File: config.mk
export PLATFORM = sky130hd
export DESIGN_NAME = i2c_arbiter
export DESIGN_NICKNAME = d
export VERILOG_FILES = /design/src/rtl/i2c_arbiter.sv
export SDC_FILE = /design/constraint.sdc
export NUM_CORES = 1
export LEC_CHECK = 0
export BUFFER_PORTS_ARGS = -buffer_cell sky130_fd_sc_hd__buf_2
export CORE_ASPECT_RATIO = 0.7
export CORE_MARGIN = 2
export CORE_UTILIZATION = 30
export CTS_CLUSTER_DIAMETER = 150
export CTS_CLUSTER_SIZE = 12
export DETAILED_ROUTE_END_ITERATION = 10
export MAX_ROUTING_LAYER = met4
export PLACE_DENSITY = 0.59
export SLEW_MARGIN = 20
export SYNTH_ARGS = -nofsm -noshare
export SYNTH_HDL_FRONTEND = slang
export SYNTH_SLANG_ARGS = --single-unit
export TNS_END_PERCENT = 1
File: constraint.sdc
create_clock -name clock -period 6.3 [get_ports clock]
set_input_delay 1.26 -clock clock [delete_from_list [all_inputs] [get_ports clock]]
set_output_delay 1.26 -clock clock [all_outputs]
set_load 0.01 [all_outputs]
File: src/rtl/i2c_arbiter.sv
// Round-robin arbiter that lets several requesters share one I2C controller.
// Each granted request is sequenced through start, busy-wait and completion with two timeouts.
module i2c_arbiter #(
   parameter int NUM_REQ     = 4,
   parameter int START_WAIT  = 64,
   parameter int RUN_TIMEOUT = 2_000_000
) (
   input  logic                    clock,
   input  logic                    reset,
   input  logic [NUM_REQ-1:0]      req,
   input  logic [NUM_REQ-1:0]      req_rw,
   input  logic [8*NUM_REQ-1:0]    req_address,
   input  logic [32*NUM_REQ-1:0]   req_data,
   input  logic [4*NUM_REQ-1:0]    req_bytesend,
   output logic [NUM_REQ-1:0]      gnt,
   output logic [NUM_REQ-1:0]      done,
   output logic [1:0]              err,
   output logic                    ctrl_init_transaction,
   output logic                    ctrl_rw,
   output logic [7:0]              ctrl_address,
   output logic [31:0]             ctrl_data,
   output logic [3:0]              ctrl_bytesend,
   input  logic                    ctrl_busy,
   input  logic                    ctrl_nack
);
   localparam int PW = $clog2(NUM_REQ);
   localparam int TW = $clog2(RUN_TIMEOUT);

   typedef enum logic [2:0] {
      S_IDLE, S_CAPTURE, S_START, S_WAIT_BUSY, S_RUN, S_DONE
   } state_t;

   state_t          state_q, state_d;
   logic [PW-1:0]   winner_q, winner_d, rr_ptr_q, rr_ptr_d, pick_idx;
   logic            pick_found;
   logic [PW:0]     cand;
   logic [TW-1:0]   timer_q, timer_d, timer_inc;
   logic [1:0]      err_q, err_d;
   logic            ctrl_rw_q, ctrl_rw_d;
   logic [7:0]      ctrl_address_q, ctrl_address_d;
   logic [31:0]     ctrl_data_q, ctrl_data_d;
   logic [3:0]      ctrl_bytesend_q, ctrl_bytesend_d;
   logic            sel_rw;
   logic [7:0]      sel_address;
   logic [31:0]     sel_data;
   logic [3:0]      sel_bytesend;
   logic [NUM_REQ-1:0] winner_oh;

   // Search starts one past the last winner so nobody wins twice while others wait.
   always_comb begin
      pick_found = 1'b0;
      pick_idx   = rr_ptr_q;
      cand       = '0;
      for (int k = 1; k <= NUM_REQ; k++) begin
         cand = {1'b0, rr_ptr_q} + (PW+1)'(k);
         if (cand >= (PW+1)'(NUM_REQ)) cand = cand - (PW+1)'(NUM_REQ);
         if (!pick_found && req[cand[PW-1:0]]) begin
            pick_found = 1'b1;
            pick_idx   = cand[PW-1:0];
         end
      end
   end

   always_comb begin
      sel_rw       = 1'b0;
      sel_address  = '0;
      sel_data     = '0;
      sel_bytesend = '0;
      for (int i = 0; i < NUM_REQ; i++) begin
         if (pick_idx == PW'(i)) begin
            sel_rw       = req_rw[i];
            sel_address  = req_address[8*i +: 8];
            sel_data     = req_data[32*i +: 32];
            sel_bytesend = req_bytesend[4*i +: 4];
         end
      end
   end

   assign timer_inc = (timer_q == {TW{1'b1}}) ? timer_q : timer_q + 1'b1;

   always_comb begin
      state_d         = state_q;
      winner_d        = winner_q;
      rr_ptr_d        = rr_ptr_q;
      timer_d         = timer_q;
      err_d           = err_q;
      ctrl_rw_d       = ctrl_rw_q;
      ctrl_address_d  = ctrl_address_q;
      ctrl_data_d     = ctrl_data_q;
      ctrl_bytesend_d = ctrl_bytesend_q;
      case (state_q)
         S_IDLE: begin
            // Fields are taken on entry to CAPTURE so they are valid alongside gnt.
            if (pick_found && !ctrl_busy) begin
               winner_d        = pick_idx;
               ctrl_rw_d       = sel_rw;
               ctrl_address_d  = sel_address;
               ctrl_data_d     = sel_data;
               ctrl_bytesend_d = sel_bytesend;
               state_d         = S_CAPTURE;
            end
         end
         S_CAPTURE: state_d = S_START;
         S_START: begin
            timer_d = '0;
            state_d = S_WAIT_BUSY;
         end
         S_WAIT_BUSY: begin
            if (ctrl_busy) begin
               timer_d = '0;
               state_d = S_RUN;
            end else if (timer_q == TW'(START_WAIT-1)) begin
               err_d   = 2'b10;
               state_d = S_DONE;
            end else begin
               timer_d = timer_inc;
            end
         end
         S_RUN: begin
            if (!ctrl_busy) begin
               err_d   = {1'b0, ctrl_nack};
               state_d = S_DONE;
            end else if (timer_q == TW'(RUN_TIMEOUT-1)) begin
               err_d   = 2'b11;
               state_d = S_DONE;
            end else begin
               timer_d = timer_inc;
            end
         end
         S_DONE: begin
            rr_ptr_d = winner_q;
            state_d  = S_IDLE;
         end
         default: state_d = S_IDLE;
      endcase
   end

   always_ff @(posedge clock or posedge reset) begin
      if (reset) begin
         state_q         <= S_IDLE;
         winner_q        <= '0;
         rr_ptr_q        <= PW'(NUM_REQ-1);
         timer_q         <= '0;
         err_q           <= 2'b00;
         ctrl_rw_q       <= 1'b0;
         ctrl_address_q  <= '0;
         ctrl_data_q     <= '0;
         ctrl_bytesend_q <= '0;
      end else begin
         state_q         <= state_d;
         winner_q        <= winner_d;
         rr_ptr_q        <= rr_ptr_d;
         timer_q         <= timer_d;
         err_q           <= err_d;
         ctrl_rw_q       <= ctrl_rw_d;
         ctrl_address_q  <= ctrl_address_d;
         ctrl_data_q     <= ctrl_data_d;
         ctrl_bytesend_q <= ctrl_bytesend_d;
      end
   end

   assign winner_oh             = NUM_REQ'(1) << winner_q;
   assign gnt                   = (state_q != S_IDLE) ? winner_oh : '0;
   assign done                  = (state_q == S_DONE) ? winner_oh : '0;
   assign err                   = err_q;
   assign ctrl_init_transaction = (state_q == S_START);
   assign ctrl_rw               = ctrl_rw_q;
   assign ctrl_address          = ctrl_address_q;
   assign ctrl_data             = ctrl_data_q;
   assign ctrl_bytesend         = ctrl_bytesend_q;
endmodule

==> After elaboration in Yosys (flattened, before gate mapping) <==
Index checks and enable logic that the tools add are counted.
{ "word_totals": {"elab_cells": 118, "register_bits": 75, "out_inout_bits": 56, "in_bits": 188} }
{ "classes": {"n_shift": 1, "muxes": 55, "n_addsub": 9, "n_lt_le_gt_ge": 8, "n_reduce_logical": 17, "n_eq_ne": 19} }
{ "op_table": {"columns": ["op", "count"], "rows": [
  ["2-to-1 mux 32 bit", 4],
  ["2-to-1 mux 21 bit", 5],
  ["case mux 21 bit (3 select lines)", 1],
  ["equality test 21 bit, second input constant", 2],
  ["2-to-1 mux 8 bit", 4],
  ["2-to-1 mux 2 bit", 12],
  ["2-to-1 mux 4 bit", 6],
  ["adder 21 x 1 -> 21 bit, second input constant", 1],
  ["equality test 21 x 6 -> 1 bit, second input constant", 1],
  ["2-to-1 mux 3 bit", 5],
  ["case mux 3 bit (5 select lines)", 1],
  ["greater-or-equal comparator 3 bit, second input constant", 4],
  ["< comparator 2 x 3 -> 1 bit, second input constant", 4],
  ["2-to-1 mux 1 bit", 12],
  ["inequality test 2 bit, second input constant", 5],
  ["inequality test 3 bit, second input constant", 3],
  ["binary-select mux 1 bit (select 2 bit)", 4],
  ["AND reduction 4 bit", 2],
  ["subtractor 2 x 1 -> 2 bit, second input constant", 4],
  ["adder 2 x 2 -> 3 bit, second input constant", 2],
  ["equality test 3 x 2 -> 1 bit, second input constant", 2],
  ["equality test 3 bit, second input constant", 2],
  ["nonzero test 3 bit", 2],
  ["equality test 2 bit, second input constant", 2],
  ["other kinds (13)", 19]
]} }

==> Logic depth before layout (Yosys ltp) <==
{ "depth": {"word_depth": 20, "ltp_mapped": 8, "ltp_nobuf": 6} }

==> Worst setup path before layout <==
Ideal clock, no wire load.
{ "synth_timing": {"kind": "input port to flip-flop", "start": "input port ctrl_busy", "end": "register timer_q[10]", "slack_ns": 3.509, "arrival_time_ns": 2.713, "path_buffers": 1, "required_ns": 6.222, "setup_time_ns": 0.078, "path_stages": 6, "path_cell_list": "buf_2 -> nand4bb_4 -> a211o_1 -> a21o_1 -> or4_1 -> a21oi_1"} }
{ "synth_via": {"elab_chain_len": 2, "word_cells_on_any_way": 5, "cone_classes": "eq/ne: 2; mux: 2; reduce/logical: 1"} }
{ "synth_lines": {"columns": ["element", "line", "source"], "rows": [
  ["from (decl)", "23", "input logic ctrl_busy,"],
  ["inequality test 3 bit (no source line), or another cell as far along", null, null],
  ["AND reduction 4 bit (no source line) or case mux 21 bit (3 select lines) (tied branches)", null, null],
  ["to (signal assigned)", "153", "timer_q <= timer_d;"],
  ["to (decl)", "37", "logic [TW-1:0] timer_q, timer_d, timer_inc;"]
]} }
Several ways; a longest one is shown, not always the timed one.
A chain may end at the register's enable or synchronous reset.

==> Worst setup path after layout <==
{ "layout_timing": {"start": "input port ctrl_busy", "end": "register ctrl_data_q[25] (netlist: ctrl_data[25])"} }
{ "layout_via": {"elab_chain_len": 3} }
{ "layout_lines": {"columns": ["element", "line", "source"], "rows": [
  ["zero test 1 bit", null, null],
  ["logical AND 1 bit", "94", "if (pick_found && !ctrl_busy) begin"],
  ["AND reduction 2 bit (no source line)", null, null],
  ["to (signal assigned)", "157", "ctrl_data_q <= ctrl_data_d;"],
  ["to (decl)", "41", "logic [31:0] ctrl_data_q, ctrl_data_d;"]
]} }
Every way passes these cells.

==> flow_metrics.py <==
metrics = {
    "clocking": {
        "postCtsSetupBuffers": 0,
        "cts_resized": 0,
        "cts_sinks": 75,
        "cts-hold-fix-buffers": 0,
        "cts_max_level": 3,
        "clock_path_buffers": 2,
        "cts_tree": "yes",
        "insertion_delay_ps": 330,
        "cts_made_buffers": 9,
        "path_clk_slew_ps": 60,
        "clock_tree.root_cell": "clkbuf_16",
    },
    "yosys": {
        "syn_nets": 656,
        "synth_edf_count": 0,
        "netlist_area_um2": 4586,
        "synth_seq_cells": 75,
        "yosys_warnings": 0,
        "synth_seq_area_share": 0.4098,
        "synth_commonest_cells": "92 x mux2i_1, 73 x dfrtp_1, 66 x nor2_1",
        "synth_area_leaders": "dfrtp_1 40%, mux2i_1 20%, a221oi_1 8.6%",
        "avgSynthCellArea_um2": 9.819,
        "ys_async_sr_fraction": 1.000,
        "dominantRegCellSynth": "dfrtp_1",
        "yosysMostFrequentCell": "mux2i_1",
        "yosysTopAreaCellShare": 0.3984,
        "syn_inst": 467,
        "synth_top_area_cell": "dfrtp_1",
        "ys_types": 47,
    },
    "timing": {
        "timing_hold_violations_final": 0,
        "drv_slew": 0,
        "period_minus_slack_ps": 3460,
        "worstMarginPinSlew_ps": 950.7,
        "post-route-period-util": 0.5492,
        "clock_skew_ps": 5.788,
        "max_freq_ghz": 0.2890,
        "maxSlewHeadroom": 0.3662,
        "fin_setup_tns_ps": 0,
        "finalSetupViolations": 0,
        "rsz0062_at_grt": "no",
    },
    "power": {
        "switchingPower_mw": 0.9588,
        "switching_share": 0.3848,
        "intPower_mw": 1.533,
        "irDropWorstVdd_uv": 248.4,
        "p_leak_nw": 3.026,
        "clockPowerShare": 0.216,
        "p_comb_frac": 0.469,
        "pwr_density_cell_nw_per_um2": 398.4,
        "seq_power_share": 0.315,
    },
    "drt": {
        "drc_errors": 0,
        "vias_per_cell": 5.102,
        "drtIter0Drc": 205,
        "routed_wl_um": 13580,
        "detail_route.wl_per_cell_um": 15.22,
        "vias": 4551,
        "postRouteAntennaNets": 0,
        "firstDrtPassIters": 4,
    },
    "die": {
        "dieArea_um2": 16310,
        "design.core.area_um2": 14810,
        "rows": 37,
        "die_w_um": 151.8,
        "die_h_um": 107.4,
        "initial_core_util": 0.3095,
        "io_pins": 244,
    },
    "flow_run": {
        "cap_violations": 0,
    },
    "worst_hold_path": {
        "min_from": "err[1]",
        "holdPathStages": 1,
        "holdCritPathClass": "reg -> reg",
        "hold_end": "err[1]",
    },
    "worst_setup_path": {
        "path_cells": "buf_2 -> nor2_1 -> and2_2 -> and2_2 -> a221oi_1",
        "endpoint_kind": "flip-flop",
        "reg2reg_depth": 4,
        "worstReg2RegEnd": "ctrl_data[25]",
        "rr_startpoint": "state_q[2]",
        "path_buf_inv": 1,
        "cp_common_cell": "and2_2",
        "crit_family": "simple AND/OR/NAND/NOR gates",
        "crit_path_start_kind": "primary input",
        "critPathSlowestCell": "and2_2",
        "rrSetupSlack_ps": 2960,
        "cp_data_arrival_time_ps": 3600,
        "worstPathRequired_ps": 6440,
        "cp_max_fo": 46,
        "critical_path.max_stage_delay_ps": 910,
        "path_class": "in -> reg",
    },
    "finish": {
        "antenna_cells": 0,
        "final_nets": 881,
        "stdcell_count": 892,
        "drive_gt1_frac": 0.3902,
        "synthToLayoutAreaGrowth_pct": 36.40,
        "fillers": 1468,
    },
    "place": {
        "placed_cells": 875,
        "hpwl_um": 10070,
        "gp_congestion": 0.9050,
        "port-buffer-count": 243,
    },
    "global_route": {
        "grt_pass1_vias": 4371,
        "grt_max_degree": 82,
        "grt_overflow": 0,
        "groute.usage.overall": 0.1660,
        "antenna_found_initial": 0,
        "grt_pass1_wl_um": 20990,
    },
    "run_status": {
        "status": "completed",
    },
}
[registers in the layout, indices dropped and copies added, names as in the netlist]
register       count
ctrl_data         32
timer_q           21
ctrl_address       8
ctrl_bytesend      4
state_q            3
err                2
rr_ptr_q           2
winner_q           2
ctrl_rw            1
[through the flow]
| stage | setup slack (ps) | area (µm²) | total power, mW | hold slack (ps) | utilization |
|---|---|---|---|---|---|
| final | 2840 | 6255 | 2.492 | 530.2 | 0.4222 |
| after detailed placement | 2439 | 5924 | 1.971 | 526.5 | 0.3999 |
| after floorplan | 3133 | 4586 | 1.582 | 503.1 | - |
| after CTS | 2794 | 6235 | 2.520 | 540.0 | 0.4209 |
| after global placement | 2550 | 5924 | 1.938 | 535.8 | 0.3999 |
| after global routing | 2537 | 6255 | 2.690 | 557.9 | 0.4222 |
[kinds of logic after synthesis]
group	Yosys count	synth area share
AND/OR/NAND/NOR	153	0.1667
flip-flops	75	0.4098
buffers and inverters	37	0.04120
adder cells (fa/ha/maj)	1	0.002728
AO/OA/AOI/OAI	106	0.1719
multiplexers	94	0.2057
XOR/XNOR	1	0.001910
[layout by cell type (no fill, tap or decap), drive strengths merged, types with 7 or more instances in the layout]
cell type | netlist | final
buf | 29 | 246
mux2i | 92 | 92
dfrtp | 73 | 73
nor2 | 67 | 67
a221oi | 45 | 45
nand2 | 17 | 17
a21oi | 17 | 17
o21ai | 14 | 14
nand3 | 13 | 13
clkbuf | 3 | 11
or4 | 9 | 9
nor3 | 8 | 8
nand2b | 8 | 8
nand4 | 8 | 8
o31ai | 8 | 8
nor4 | 7 | 7
[metal layers]
metal | wire, µm | share of wire | up-vias | track usage
li1 | - | - | 2240 | -
met1 | 6079 | 0.45 | 2119 | 0.2164
met2 | 6290 | 0.46 | 185 | 0.2658
met3 | 1097 | 0.081 | 7 | 0.03432
met4 | 109 | 0.0080 | 0 | 0.04101
met5 | 0 | 0 | - | -
[layout make-up]
type	count	area, µm²	area share
Multi-Input combinational cell	355	2537	0.4057
Sequential cell	75	1879	0.3005
Timing Repair Buffer	246	1264	0.2020
Tap cell	195	244.0	0.03901
Clock buffer	11	232.7	0.03721
Clock inverter	5	77.57	0.01240
Inverter	5	20.02	0.003201
[worst max-delay path by stage]
stage               slack, ps  depth (start not counted)         endpoint  startpoint
finish                   2840                          5    ctrl_data[25]   ctrl_busy
global route             2540                          5  ctrl_address[7]   ctrl_busy
CTS                      2790                          5    ctrl_data[25]   ctrl_busy
detailed placement       2440                          5  ctrl_address[7]   ctrl_busy
global placement         2550                          5  ctrl_address[3]   ctrl_busy
floorplan                3130                          1  ctrl_address[0]       reset
[power by group through the flow]
stage               Clock (mW)  Combinational (mW)  Sequential, mW
floorplan                    0               0.751           0.831
global placement             0                1.15           0.787
detailed placement           0                1.19           0.785
CTS                      0.558                1.18           0.781
global route             0.583                1.30           0.811
finish                   0.538                1.17           0.784
(Power assumes the default switching activity.)
